==> config.mk <==
export PLATFORM = sky130hd
export DESIGN_NAME = resp_encode
export DESIGN_NICKNAME = d
export VERILOG_FILES = /design/src/rtl/resp_encode.sv
export SDC_FILE = /design/constraint.sdc
export NUM_CORES = 1
export LEC_CHECK = 0
export BUFFER_PORTS_ARGS = -buffer_cell sky130_fd_sc_hd__buf_2
export CAP_MARGIN = 10
export CORE_ASPECT_RATIO = 0.6
export CORE_MARGIN = 2
export CORE_UTILIZATION = 30
export CTS_BUF_LIST = sky130_fd_sc_hd__clkbuf_8 sky130_fd_sc_hd__clkbuf_16
export DETAILED_ROUTE_END_ITERATION = 8
export SYNTH_ARGS = -nofsm -noshare
export SYNTH_HDL_FRONTEND = slang
export SYNTH_SLANG_ARGS = --single-unit
==> constraint.sdc <==
create_clock -name clk -period 2.35 [get_ports clk]
set_input_delay 0.235 -clock clk [delete_from_list [all_inputs] [get_ports clk]]
set_output_delay 0.235 -clock clk [all_outputs]
set_load 0.01 [all_outputs]
==> src/rtl/resp_encode.sv <==
// resp_encode: frames FIFO read data as HEAD, payload bytes, optional XOR checksum, TAIL.
// Define RESP_CHECKSUM_EN to insert the payload XOR byte between the last payload byte and TAIL.
module resp_encode #(
  parameter int unsigned BURST_LEN = 4,
  parameter logic [7:0]  HEAD      = 8'h55,
  parameter logic [7:0]  TAIL      = 8'hAA
) (
  input  logic       clk,
  input  logic       rst,
  input  logic       frame_start,
  input  logic       rfifo_empty,
  output logic       rfifo_rd_en,
  input  logic [7:0] rfifo_data,
  input  logic       tx_busy,
  output logic       tx_trig,
  output logic [7:0] tx_data,
  output logic       frame_busy
);

  typedef enum logic [2:0] {
    S_IDLE  = 3'd0,
    S_HEAD  = 3'd1,
    S_FETCH = 3'd2,
    S_LATCH = 3'd3,
    S_DATA  = 3'd4,
    S_TAIL  = 3'd5
`ifdef RESP_CHECKSUM_EN
    ,
    S_CKSUM = 3'd6
`endif
  } state_t;

`ifdef RESP_CHECKSUM_EN
  localparam state_t S_AFTER = S_CKSUM;
`else
  localparam state_t S_AFTER = S_TAIL;
`endif

  localparam logic [7:0] LAST  = BURST_LEN[7:0];
  localparam logic [1:0] GUARD = 2'd1;

  state_t     state;
  state_t     state_n;
  logic [7:0] hold;
  logic [7:0] cnt;
  logic [7:0] cnt_nxt;
  logic [1:0] guard;
  logic       can_issue;
  logic       issue;
  logic       rd_go;
  logic       last;
  logic [7:0] tx_byte;
`ifdef RESP_CHECKSUM_EN
  logic [7:0] cksum;
`endif

  // guard blocks the cycle right after a trigger, before uart_tx raises busy
  assign can_issue = !tx_busy && (guard == 2'd0);
  assign cnt_nxt   = cnt + 8'd1;
  assign last      = (cnt_nxt == LAST);

  always_ff @(posedge clk) begin
    if (!rst) state <= S_IDLE;
    else      state <= state_n;
  end

  always_comb begin
    state_n = state;
    unique case (state)
      S_IDLE:  if (frame_start) state_n = S_HEAD;
      S_HEAD:  if (can_issue) state_n = S_FETCH;
      S_FETCH: if (!rfifo_empty) state_n = S_LATCH;
      S_LATCH: state_n = S_DATA;
      S_DATA: begin
        if (can_issue) state_n = last ? S_AFTER : S_FETCH;
      end
`ifdef RESP_CHECKSUM_EN
      S_CKSUM: if (can_issue) state_n = S_TAIL;
`endif
      S_TAIL:  if (can_issue) state_n = S_IDLE;
      default: state_n = S_IDLE;
    endcase
  end

  always_comb begin
    issue   = 1'b0;
    rd_go   = 1'b0;
    tx_byte = 8'h00;
    unique case (state)
      S_HEAD: begin
        issue   = can_issue;
        tx_byte = HEAD;
      end
      S_FETCH: rd_go = !rfifo_empty;
      S_DATA: begin
        issue   = can_issue;
        tx_byte = hold;
      end
`ifdef RESP_CHECKSUM_EN
      S_CKSUM: begin
        issue   = can_issue;
        tx_byte = cksum;
      end
`endif
      S_TAIL: begin
        issue   = can_issue;
        tx_byte = TAIL;
      end
      default: begin
        issue = 1'b0;
        rd_go = 1'b0;
      end
    endcase
  end

  // FIFO pops on this edge so its data is valid while in LATCH
  assign rfifo_rd_en = rd_go && rst;

  always_ff @(posedge clk) begin
    if (!rst) begin
      tx_trig    <= 1'b0;
      tx_data    <= 8'h00;
      guard      <= 2'd0;
      hold       <= 8'h00;
      cnt        <= 8'h00;
      frame_busy <= 1'b0;
    end else begin
      tx_trig <= issue;
      if (issue) begin
        tx_data <= tx_byte;
        guard   <= GUARD;
      end else if (guard != 2'd0) begin
        guard <= guard - 2'd1;
      end
      if (state == S_LATCH) hold <= rfifo_data;
      if (state == S_IDLE && frame_start) frame_busy <= 1'b1;
      if (issue && state == S_DATA) cnt <= cnt_nxt;
      if (issue && state == S_TAIL) begin
        cnt        <= 8'h00;
        frame_busy <= 1'b0;
      end
    end
  end

`ifdef RESP_CHECKSUM_EN
  always_ff @(posedge clk) begin
    if (!rst) begin
      cksum <= 8'h00;
    end else if (issue && state == S_HEAD) begin
      cksum <= 8'h00;
    end else if (issue && state == S_DATA) begin
      cksum <= cksum ^ hold;
    end
  end
`endif

endmodule

======== Yosys cells after proc, flatten, opt, wreduce, memory -nomap -nowiden ========
Cells that the tools add are included.
word-level totals
  register bits ........................... 31
  output and inout bits ................... 11
  word-level logic and storage cells ...... 49
cells by class
  $add $sub $neg .......................... 2
  equal/unequal tests ..................... 11
  multiplexer cells ....................... 12
  bitwise gates (word level) .............. 1
  reduce and logical (&&, ||, !) cells .... 15
operator list
  kind                   count
  $pmux W8 S3            1
  $mux W3                6
  $pmux W3 S6            1
  $ne A2 B2 Y1 const B   5
  $add A8 B1 Y8 const B  1
  $eq A8 B3 Y1 const B   1
  $eq A3 B2 Y1 const B   2
  $eq A3 B3 Y1 const B   2
  $logic_and A1 B1 Y1    5
  $reduce_and A5 Y1      1
  $mux W1                4
  $reduce_bool A2 Y1     2
  $reduce_or A2 Y1       2
  $eq A3 B1 Y1 const B   1
  $logic_not A3 Y1       1
  $reduce_or A3 Y1       1
  $logic_not A1 Y1       2
  $logic_not A2 Y1       1
  $sub A2 B1 Y2 const B  1
  $not A1 Y1             1

======== Longest topological paths before layout ========
  word-level depth ........................ 5
  gate-level depth with buffers ........... 7

======== Worst setup path after synthesis ========
OpenSTA, ideal clock, no wires.
  kind .................................... flip-flop to flip-flop
  from .................................... register guard[0]
  to ...................................... register cnt[0]
  setup time .............................. 135 ps
  arrival ................................. 1,401 ps
  required time ........................... 2,215 ps
  path slack .............................. 815 ps
  stages on the path, launching flop included .. 7
  buffers on the path ..................... 0
  clock period less this slack ............ 1,535 ps
  cells stage by stage .................... dfxtp_1 -> inv_1 -> ha_1 -> nor2b_1 -> nand3_1 -> o21ai_1 -> nor2_1
between the ends
  longest elaborated chain between the ends .. 5
  elaborated cells between the ends (all ways) .. 6
  classes of those cells .................. mux (1); reduce/logical (5)
ends and longest elaborated chain
  element                            line  text
  start: declaration                 47    logic [1:0] guard;
  start signal: assignment           133   guard <= guard - 2'd1;
  $logic_not A2 Y1 *                 58    assign can_issue = !tx_busy && (guard == 2'd0);
  $logic_and A1 B1 Y1 *              58
  $mux W1 *                          89    unique case (state)
  $logic_and A1 B1 Y1                138   if (issue && state == S_TAIL) begin
  $reduce_or A2 Y1 (no source line)  n/a
  end signal: assignment             137   if (issue && state == S_DATA) cnt <= cnt_nxt;
  end: declaration                   45    logic [7:0] cnt;
Mark *: on every way between the ends. The rest lies on a longest branch, timed or not.
A chain may end at the register's enable or synchronous reset.

======== Worst setup path in the final report ========
  from .................................... register state[1]
  to ...................................... register hold[0]
between the ends
  longest elaborated chain between the ends .. 1
ends and longest elaborated chain
  element                   line  text
  start: declaration        42    state_t state;
  start signal: assignment  64    else state <= state_n;
  $eq A3 B2 Y1              135   if (state == S_LATCH) hold <= rfifo_data;
  end signal: assignment    135
  end: declaration          44    logic [7:0] hold;
No other way between the ends.

==> summary.log <==
INFO  yosys          netlist_top_cells_area=sky130_fd_sc_hd__dfxtp_1, sky130_fd_sc_hd__mux2i_1, sky130_fd_sc_hd__nor2_1
INFO  grt            grt_start_max_net_pins=27
INFO  worst_setup_path rr_worst_depth=4
INFO  floorplanning  die_area=0.00534sqmm
INFO  grt            globalRouteTotalUtil=12.9%
INFO  clocking       h_tree_levels=2
INFO  grt            grt-ovfl-total=0
INFO  timing         max_clock_freq=555MHz
INFO  timing         final_cycle_utilization_of_the_critical_path=76.7%
INFO  route          totalWireLength=3030um
INFO  clocking       cts_made_buffers=5
INFO  finish         final_nets=200
INFO  yosys          yosysSeqAreaShare=43.5%
INFO  timing         tightest_slew=0.583ns
INFO  finish         stdcell_count=248
INFO  yosys          netlist_instances=163
INFO  finish         n_fill_cell=492
INFO  place          port_buffers=23
INFO  finish         antennaDiodeCount=0
INFO  clocking       clock_pin_slew_worst_setup_and_hold_paths=0.07ns
INFO  worst_setup_path start_kind=flop
INFO  route          vias_per_cell=4.81
INFO  clocking       cts_tree=built
INFO  worst_setup_path crit_fanout=12
INFO  finish         layout.area.seq=621squm
INFO  finish         layout-drive-gt1-share=18.9%
INFO  finish         multi_input_area=737squm
INFO  worst_setup_path critical_path.endpoint_type=flop
INFO  worst_setup_path critical_path_required=2.53ns
INFO  clocking       worstSkewPairLatency=0.29ns
INFO  finish         area_delta_synth_final=17.6%
INFO  clocking       cts_hold_buffers=0
INFO  clocking       cts_resized=0
INFO  timing         setup_repair_after_global_routing_missed_its_margin=no
INFO  floorplanning  fp-row-count=19
INFO  floorplanning  floorplan.die.height=57.4um
INFO  yosys          synth_edf_count=0
INFO  floorplanning  die_w=93.0um
INFO  yosys          mappedNetlistArea=0.00143sqmm
INFO  timing         worst_clock_skew=0.00689ns
INFO  pwr            power_leakage=0.712nW
INFO  pwr            peakVddDrop=0.366mV
INFO  grt            first_global_vias=1028
INFO  yosys          synth-seq-cells=31
INFO  grt            global_route_wire_length_before_repair=5200um
INFO  route          remaining_drc_errors=0
INFO  min_path       hold_end=hold[3]$_SDFFE_PN0P_
INFO  yosys          synth_largest_area_cell=sky130_fd_sc_hd__dfxtp_1
INFO  yosys          number_of_distinct_library_cells_after_synthesis=36
INFO  run            max-cap-violations=0
INFO  timing         setup_viol_count_final=0
INFO  floorplanning  boundaryPins=24
INFO  worst_setup_path crit_path_dat=1.98ns
INFO  yosys          post_synth.cell_area_avg=8.74squm
INFO  min_path       hold_path_startpoint=rfifo_data[3]
INFO  place          dp_hpwl=2150um
INFO  min_path       hold_depth=3
INFO  place          placed_instance_count=241
INFO  route          drt-wirelength-per-cell=12.2um
INFO  yosys          yosys_warnings=0
INFO  route          route.vias.total=1192
INFO  worst_setup_path worst_r2r_endpoint=hold[0]$_SDFFE_PN0P_
INFO  route          initialDrtViolationCount=66
INFO  min_path       worstHoldPathType=input pin to flop
INFO  worst_setup_path worst_case_register_to_register_setup_slack=0.55ns
INFO  timing         setup_tns_final=0ns
INFO  yosys          syn_nets=178
INFO  worst_setup_path path_class=flop to flop
INFO  yosys          synth_top_cell_area_share=43.5%
INFO  route          drt_pass1_iterations=4
INFO  route          ant_nets=0
INFO  clocking       cts.sink_count=31
INFO  pwr            power_density=1000mW/mm^2
INFO  clocking       cts_setup_buffers=0
INFO  yosys          synth_ff_type=sky130_fd_sc_hd__dfxtp_1
INFO  timing         slew_viol_final=0
INFO  timing         fin_crit=1.80ns
INFO  worst_setup_path timing.rr.start=state[1]$_SDFFE_PN0P_
INFO  timing         hold_violations=0
INFO  place          gp_routability_congestion=0.762
INFO  clocking       cts.path.max_buffers=2
INFO  grt            antenna_found_initial=0
INFO  clocking       ctsRootBufferMaster=sky130_fd_sc_hd__clkbuf_8
INFO  floorplanning  start_util=31.2%
INFO  floorplanning  core_area=0.00456sqmm
INFO  timing         slew_headroom=61.0%
INFO  status         status=finished clean
INFO  yosys          synth_async_sr_flop_share=0%
## cell usage in the layout, fill, tap and decap left out, types with 2 or more instances in the layout
master                      instances
sky130_fd_sc_hd__nor4_1             3
sky130_fd_sc_hd__xor2_1             4
sky130_fd_sc_hd__nand2b_1           2
sky130_fd_sc_hd__xnor2_1            4
sky130_fd_sc_hd__buf_2             23
sky130_fd_sc_hd__inv_1              4
sky130_fd_sc_hd__buf_4              3
sky130_fd_sc_hd__nand3_1            6
sky130_fd_sc_hd__a31oi_1            2
sky130_fd_sc_hd__nor3_1             3
sky130_fd_sc_hd__nor2b_1           10
sky130_fd_sc_hd__nand3b_1           2
sky130_fd_sc_hd__dfxtp_1           31
sky130_fd_sc_hd__or3_1              2
sky130_fd_sc_hd__a21boi_0           5
sky130_fd_sc_hd__nand2_1           12
sky130_fd_sc_hd__nand4_1            3
sky130_fd_sc_hd__o21ai_0            8
sky130_fd_sc_hd__clkbuf_8           6
sky130_fd_sc_hd__mux2i_1            9
sky130_fd_sc_hd__ha_1               2
sky130_fd_sc_hd__nor2_1            17
sky130_fd_sc_hd__a21oi_1            7
sky130_fd_sc_hd__o2111ai_1          4
## cells in the mapped netlist (5+ instances only)
master / instances
sky130_fd_sc_hd__dfxtp_1: 31
sky130_fd_sc_hd__nand3_1: 6
sky130_fd_sc_hd__a21oi_1: 7
sky130_fd_sc_hd__nor2b_1: 10
sky130_fd_sc_hd__a21boi_0: 5
sky130_fd_sc_hd__nand2_1: 12
sky130_fd_sc_hd__o21ai_0: 8
sky130_fd_sc_hd__clkbuf_1: 7
sky130_fd_sc_hd__mux2i_1: 9
sky130_fd_sc_hd__nor2_1: 17
## sequential cells by signal, summed over array words and instances (netlist names)
| register | count |
|---|---|
| cnt | 8 |
| hold | 8 |
| tx_data | 8 |
| state | 3 |
| guard | 2 |
| frame_busy | 1 |
| tx_trig | 1 |
## worst max path at each step
stage,endpoint,startpoint,cells past startpoint,slack (ns)
2_1_floorplan,cnt[0]$_SDFFE_PP0P_,guard[0]$_SDFFE_PN0P_,6,0.81
6_report,hold[0]$_SDFFE_PN0P_,state[1]$_SDFFE_PN0P_,4,0.55
4_1_cts,hold[6]$_SDFFE_PN0P_,state[1]$_SDFFE_PN0P_,4,0.56
3_3_place_gp,hold[5]$_SDFFE_PN0P_,state[1]$_SDFFE_PN0P_,4,0.61
5_1_grt,hold[4]$_SDFFE_PN0P_,state[1]$_SDFFE_PN0P_,4,0.41
3_5_place_dp,hold[6]$_SDFFE_PN0P_,state[1]$_SDFFE_PN0P_,4,0.57
## critical path: stages (launching register included)
cell	delay, ns
sky130_fd_sc_hd__dfxtp_1	0.54
sky130_fd_sc_hd__inv_1	0.27
sky130_fd_sc_hd__or3_1	0.61
sky130_fd_sc_hd__mux2i_1	0.22
sky130_fd_sc_hd__nor2b_1	0.06
## where the power goes
group | internal (mW) | leakage [nW] | switching (mW)
Sequential | 0.615 | 0.252 | 0.101
Combinational | 0.221 | 0.414 | 0.317
Clock | 0.229 | 0.0470 | 0.194
## metrics by stage
stage	setup slack, ns	utilization (%)	cell area, sq um	hold WS (ns)	total power [mW]
floorplan	0.815	-	1430	0.397	1.13
global placement	0.606	34.8	1590	0.449	1.27
detailed placement	0.572	34.8	1590	0.456	1.27
CTS	0.560	36.7	1680	0.199	1.69
global route	0.413	36.7	1680	0.215	1.81
finish	0.547	36.7	1680	0.202	1.68
## metal layers
layer	routed length, um	vias up	track usage (%)
li1	-	611	-
met1	1730	552	20.1
met2	1080	25	14.4
met3	186	4	5.28
met4	31	0	6.30
met5	0	-	0
## cell type report
type | count | area share, %
multi-input cells | 117 | 44.0
repair buffers | 26 | 8.21
well taps | 63 | 4.70
flip-flops and latches | 31 | 37.0
clock buffers | 6 | 4.93
inverters | 4 | 0.896
clock inverters | 1 | 0.299
## cells by family after synthesis
group           share of synthesized area (%)
fa+ha+maj                                1.76
buf+inv                                  4.74
simple gates                             25.5
flops                                    43.5
mux                                      6.32
compound gates                           13.2
xor+xnor                                 4.92
(Power assumes the default switching activity.)
